<file path="config.mk">
export PLATFORM = sky130hd
export DESIGN_NAME = spike_window_classifier
export DESIGN_NICKNAME = d
export VERILOG_FILES = /design/src/rtl/spike_window_classifier.sv
export SDC_FILE = /design/constraint.sdc
export NUM_CORES = 1
export LEC_CHECK = 0
export BUFFER_PORTS_ARGS = -buffer_cell sky130_fd_sc_hd__buf_2
export CORE_UTILIZATION = 31
export CTS_BUF_LIST = sky130_fd_sc_hd__clkbuf_2
export DETAILED_ROUTE_END_ITERATION = 12
export SYNTH_ARGS = -nofsm -noshare
export SYNTH_HDL_FRONTEND = slang
export SYNTH_SLANG_ARGS = --single-unit
</file>
<file path="constraint.sdc">
create_clock -name clk -period 16.79 [get_ports clk]
set_clock_uncertainty 0.2 [all_clocks]
set_input_delay 3.358 -clock clk [delete_from_list [all_inputs] [get_ports clk]]
set_output_delay 3.358 -clock clk [all_outputs]
set_load 0.01 [all_outputs]
</file>
<file path="src/rtl/spike_window_classifier.sv">
// Per-channel spike counter over a programmable window of cycles. Each window's
// result (winner, its count, tie flag and total) is offered through a valid/ready slot.
module spike_window_classifier #(
  parameter int COUNT_W = 6,
  parameter int WIN_W   = 8
) (
  input  logic               clk,
  input  logic               reset,
  input  logic               enable,
  input  logic [WIN_W-1:0]   window_len,
  input  logic [3:0]         spike_in,
  input  logic               result_ready,
  output logic               result_valid,
  output logic [1:0]         winner,
  output logic [COUNT_W-1:0] winner_count,
  output logic               tie,
  output logic [COUNT_W+1:0] total_count,
  output logic               busy,
  output logic               overflow
);

  typedef enum logic [0:0] {
    S_IDLE  = 1'b0,
    S_COUNT = 1'b1
  } state_t;

  localparam logic [COUNT_W-1:0] CNT_MAX = {COUNT_W{1'b1}};

  function automatic logic [COUNT_W-1:0] sat_inc(input logic [COUNT_W-1:0] c, input logic s);
    logic [COUNT_W-1:0] r;
    if (s && (c != CNT_MAX)) begin
      r = c + COUNT_W'(1);
    end else begin
      r = c;
    end
    return r;
  endfunction

  state_t             state_q, state_d;
  logic [WIN_W-1:0]   len_q, len_d;
  logic [WIN_W-1:0]   cyc_q, cyc_d;
  logic [COUNT_W-1:0] cnt_q [4];
  logic [COUNT_W-1:0] cnt_d [4];
  logic [COUNT_W-1:0] inc_s [4];
  logic [COUNT_W-1:0] snap_q [4];
  logic [COUNT_W-1:0] snap_d [4];
  logic               snap_pending_q, snap_pending_d;
  logic               snap_fire_s;
  logic [WIN_W-1:0]   last_idx_s;
  logic               last_s;

  logic               result_valid_q, result_valid_d;
  logic [1:0]         winner_q, winner_d;
  logic [COUNT_W-1:0] winner_count_q, winner_count_d;
  logic               tie_q, tie_d;
  logic [COUNT_W+1:0] total_q, total_d;
  logic               busy_q, busy_d;
  logic               overflow_q, overflow_d;

  logic [1:0]         best_idx_s;
  logic [COUNT_W-1:0] best_cnt_s;
  logic [2:0]         eq_n_s;
  logic               tie_s;
  logic [COUNT_W+1:0] total_s;

  // Window length 0 behaves as 1, so the last sampling index is 0 in both cases.
  assign last_idx_s = (len_q == '0) ? '0 : (len_q - WIN_W'(1));
  assign last_s     = (cyc_q == last_idx_s);

  // Saturating per-channel increments for the current sampling edge.
  always_comb begin
    for (int i = 0; i < 4; i++) begin
      inc_s[i] = sat_inc(cnt_q[i], spike_in[i]);
    end
  end

  // Window FSM: counting, window-end snapshot and length re-latch.
  always_comb begin
    state_d     = state_q;
    len_d       = len_q;
    cyc_d       = cyc_q;
    snap_fire_s = 1'b0;
    for (int i = 0; i < 4; i++) begin
      cnt_d[i]  = cnt_q[i];
      snap_d[i] = snap_q[i];
    end
    case (state_q)
      S_IDLE: begin
        if (enable) begin
          state_d = S_COUNT;
          len_d   = window_len;
          cyc_d   = '0;
          for (int i = 0; i < 4; i++) begin
            cnt_d[i] = '0;
          end
        end else begin
          state_d = S_IDLE;
        end
      end
      S_COUNT: begin
        if (!enable) begin
          state_d = S_IDLE;
          cyc_d   = '0;
          for (int i = 0; i < 4; i++) begin
            cnt_d[i] = '0;
          end
        end else if (last_s) begin
          snap_fire_s = 1'b1;
          len_d       = window_len;
          cyc_d       = '0;
          for (int i = 0; i < 4; i++) begin
            snap_d[i] = inc_s[i];
            cnt_d[i]  = '0;
          end
        end else begin
          cyc_d = cyc_q + WIN_W'(1);
          for (int i = 0; i < 4; i++) begin
            cnt_d[i] = inc_s[i];
          end
        end
      end
      default: begin
        state_d = S_IDLE;
      end
    endcase
  end

  // Winner search over the snapshot: strict greater-than keeps the lowest index on ties.
  always_comb begin
    best_idx_s = 2'd0;
    best_cnt_s = snap_q[0];
    for (int i = 1; i < 4; i++) begin
      if (snap_q[i] > best_cnt_s) begin
        best_idx_s = 2'(i);
        best_cnt_s = snap_q[i];
      end else begin
        best_idx_s = best_idx_s;
      end
    end
    eq_n_s = 3'd0;
    for (int i = 0; i < 4; i++) begin
      if (snap_q[i] == best_cnt_s) begin
        eq_n_s = eq_n_s + 3'd1;
      end else begin
        eq_n_s = eq_n_s;
      end
    end
    tie_s   = (eq_n_s >= 3'd2);
    total_s = {2'b00, snap_q[0]} + {2'b00, snap_q[1]} + {2'b00, snap_q[2]} + {2'b00, snap_q[3]};
  end

  // Result slot: load a pending snapshot if the slot frees up this edge, else drop it.
  always_comb begin
    result_valid_d = result_valid_q;
    winner_d       = winner_q;
    winner_count_d = winner_count_q;
    tie_d          = tie_q;
    total_d        = total_q;
    overflow_d     = overflow_q;
    snap_pending_d = snap_fire_s;
    busy_d         = (state_d == S_COUNT);
    if (snap_pending_q) begin
      if (!result_valid_q || result_ready) begin
        result_valid_d = 1'b1;
        winner_d       = best_idx_s;
        winner_count_d = best_cnt_s;
        tie_d          = tie_s;
        total_d        = total_s;
      end else begin
        overflow_d = 1'b1;
      end
    end else if (result_valid_q && result_ready) begin
      result_valid_d = 1'b0;
    end else begin
      result_valid_d = result_valid_q;
    end
  end

  // State registers with synchronous reset.
  always_ff @(posedge clk) begin
    if (reset) begin
      state_q        <= S_IDLE;
      len_q          <= '0;
      cyc_q          <= '0;
      snap_pending_q <= 1'b0;
      result_valid_q <= 1'b0;
      winner_q       <= 2'd0;
      winner_count_q <= '0;
      tie_q          <= 1'b0;
      total_q        <= '0;
      busy_q         <= 1'b0;
      overflow_q     <= 1'b0;
      for (int i = 0; i < 4; i++) begin
        cnt_q[i]  <= '0;
        snap_q[i] <= '0;
      end
    end else begin
      state_q        <= state_d;
      len_q          <= len_d;
      cyc_q          <= cyc_d;
      snap_pending_q <= snap_pending_d;
      result_valid_q <= result_valid_d;
      winner_q       <= winner_d;
      winner_count_q <= winner_count_d;
      tie_q          <= tie_d;
      total_q        <= total_d;
      busy_q         <= busy_d;
      overflow_q     <= overflow_d;
      for (int i = 0; i < 4; i++) begin
        cnt_q[i]  <= cnt_d[i];
        snap_q[i] <= snap_d[i];
      end
    end
  end

  assign result_valid = result_valid_q;
  assign winner       = winner_q;
  assign winner_count = winner_count_q;
  assign tie          = tie_q;
  assign total_count  = total_q;
  assign busy         = busy_q;
  assign overflow     = overflow_q;

endmodule

</file>
==> qor.yml <==
sta:
  tns_ns: 0
  fin_crit_sh: 0.5139
  hold_viol_final: 0
  hold_slack_ns: 0.2687
  relSlewSlack: 0.2530
  drv_slew: 0
  setup_viol_count_final: 0
  tightest_slew_ns: 1.116
  max_freq_mhz: 115.9
  finalCriticalPeriod_ns: 8.628
  rsz0062_at_grt: "no"
detailed_routing:
  drc: 0
  dr.pass1.iters: 5
  vias: 5323
  wl_um: 15210
  drt_iter0_drc: 327
  vias_per_cell: 5.193
  routedWlPerCell_um: 14.83
  ant_nets: 0
synth:
  synth_top_cell_by_area: "dfxtp_1"
  synth.most_common_cell: "nor2_1"
  ys.flop_type: "dfxtp_1"
  synth_commonest_cells: "111 x nor2_1, 85 x dfxtp_1, 67 x a21oi_1, 50 x nand2_1, 42 x o21ai_0"
  synth_edf_count: 0
  ys_async_sr_fraction: 0
  syn_inst: 748
  synth_top_area_frac: 0.2826
  syn_area_um2: 6021
  syn_area_per_cell_um2: 8.049
  synthesis.nets: 808
  synth_seq_cells: 85
  yosysWarnings: 0
  ys_seq_area_frac: 0.2826
  ys_types: 67
  synth_area_leaders: "dfxtp_1 28%, nor2_1 6.9%, ha_1 6.7%"
power:
  p_int_mw: 0.2530
  p_leak_nw: 2.630
  p_sw_frac: 0.2932
  clkPwrFrac: 0.314
  power.density_nw_per_um2: 54.99
  combPwrFrac: 0.107
  p_seq_frac: 0.579
  p_switching_mw: 0.1049
  power.total_mw: 0.3579
  max-vdd-ir-drop_mv: 0.05339
clock_network:
  clock_path_buffers: 2
  path_clk_slew_ns: 0.28
  cts.sinks: 85
  cts_resized: 0
  htreeDepth: 3
  postCtsSetupRepairBufs: 0
  ctsHoldBuffers: 0
  root_buffer: "clkbuf_2"
  cts_tree: "yes"
  cts_inserted_buffers: 9
  clock_latency_ns: 0.63
place:
  gp_congestion: 0.9084
  place_area_um2: 6402
  portBuffers: 35
  hpwl_um: 11050
critical_path:
  arrival_ns: 8.94
  crit_path_end_kind: "flip-flop"
  path_common_cell: "ha_1"
  crit_family: "simple AND/OR/NAND/NOR gates"
  cp-start-kind: "flip-flop"
  path_max_fanout: 22
  required_ns: 17.10
  timing_worst_setup_path_type: "reg -> reg"
  max_stage_delay_ns: 0.67
  worst-path-buf-inv: 1
  cp_slowest_cell: "or4b_2"
die:
  die_w_um: 141.4
  die_h_um: 141.4
  dieArea_um2: 19980
  core-area_um2: 18890
  io_pins: 36
  rows: 50
  initial_utilization: 0.3187
layout:
  seq_area_um2: 1702
  multi_input_area_um2: 4084
  final.fill_count: 2050
  design_area_um2: 6509
  drive_gt1_frac: 0.09542
  area_growth_pct: 8.105
  nNetsFinal: 822
  utilization: 0.3445
  antenna_cells: 0
global_routing:
  grt_max_degree: 87
  globalRouteOverflowTotal: 0
  antenna_found_initial: 1
  track_usage: 0.1587
  grt_pass1_vias: 4978
  grt_pass1_wl_um: 25280
run:
  cap_violations: 0
run_status:
  status: "finished clean"
hold_path:
  hold_class: "reg -> reg"
power by group through the flow:
stage	combinational, mW	clock (mW)	sequential (mW)
2_1_floorplan	0.0295	0	0.210
3_3_place_gp	0.0378	0	0.211
3_5_place_dp	0.0383	0	0.211
4_1_cts	0.0385	0.119	0.207
5_1_grt	0.0424	0.125	0.208
6_report	0.0382	0.112	0.207
tightest hold or removal path, delay by kind of cell (launching register included):
kind	cells	cell delay, ns
compound gates	1	0.05
flops	1	0.37
simple gates	1	0.05
placed cells by master (no fill, tap or decap), types with 24 or more instances in the layout:
| cell | synthesis | layout |
|---|---|---|
| nand2_1 | 50 | 50 |
| xnor2_1 | 33 | 33 |
| a21oi_1 | 67 | 67 |
| ha_1 | 32 | 32 |
| o21ai_0 | 42 | 42 |
| mux2i_1 | 28 | 28 |
| dfxtp_1 | 85 | 85 |
| inv_1 | 24 | 24 |
| nor2_1 | 111 | 111 |
| xor2_1 | 25 | 25 |
| buf_2 | 2 | 35 |
registers in the layout, summed over array words and instances, names as in the netlist:
signal and count:
cnt_q 24, snap_q 24, cyc_q 8, len_q 8, total_count 8, winner_count 6
winner 2, busy 1, overflow 1, result_valid 1, snap_pending_q 1, tie 1
stage by stage:
step / setup WS [ns] / cells
floorplan: 9.049 / 748
global placement: 8.552 / 1011
detailed placement: 8.330 / 1011
CTS: 8.241 / 1025
global route: 7.615 / 1025
finish: 8.162 / 1025
layer usage:
layer,GRT usage,vias to the layer above,wire length (µm)
met5,0,-,8
met4,0.05549,2,372
met3,0.03949,36,647
met2,0.2543,110,6847
met1,0.2067,2492,7330
li1,-,2683,-
worst paths after layout:
kind	startpoint	end	slack, ns	cells after the start
worst max register to register	snap_q[0][1]$_SDFFE_PP0P_	tie$_SDFFE_PP0P_	8.16	30
worst min register to register	total_count[6]$_SDFFE_PP0P_	total_count[6]$_SDFFE_PP0P_	0.27	2
worst min-delay path	total_count[6]$_SDFFE_PP0P_	total_count[6]$_SDFFE_PP0P_	0.27	2
worst max-delay path	snap_q[0][1]$_SDFFE_PP0P_	tie$_SDFFE_PP0P_	8.16	30
final cells by class:
type / instances / share of cell area
repair buffers: 38 / 0.03037
well taps: 260 / 0.04998
flip-flops and latches: 85 / 0.2614
inverters: 25 / 0.01442
multi-input cells: 603 / 0.6275
clock buffers: 9 / 0.006920
clock inverters: 5 / 0.009419
cells by family (layout without fill, tap and decap cells):
| group | count (synthesis) | in the layout | share of synthesized area |
|---|---|---|---|
| mux | 37 | 37 | 0.06775 |
| buf+inv | 60 | 77 | 0.03907 |
| flops | 85 | 85 | 0.2826 |
| xor+xnor | 59 | 59 | 0.08832 |
| fa+ha+maj | 44 | 44 | 0.1064 |
| compound gates | 181 | 181 | 0.1887 |
| simple gates | 282 | 282 | 0.2271 |
Note: power is estimated with default switching activity, not from simulation.
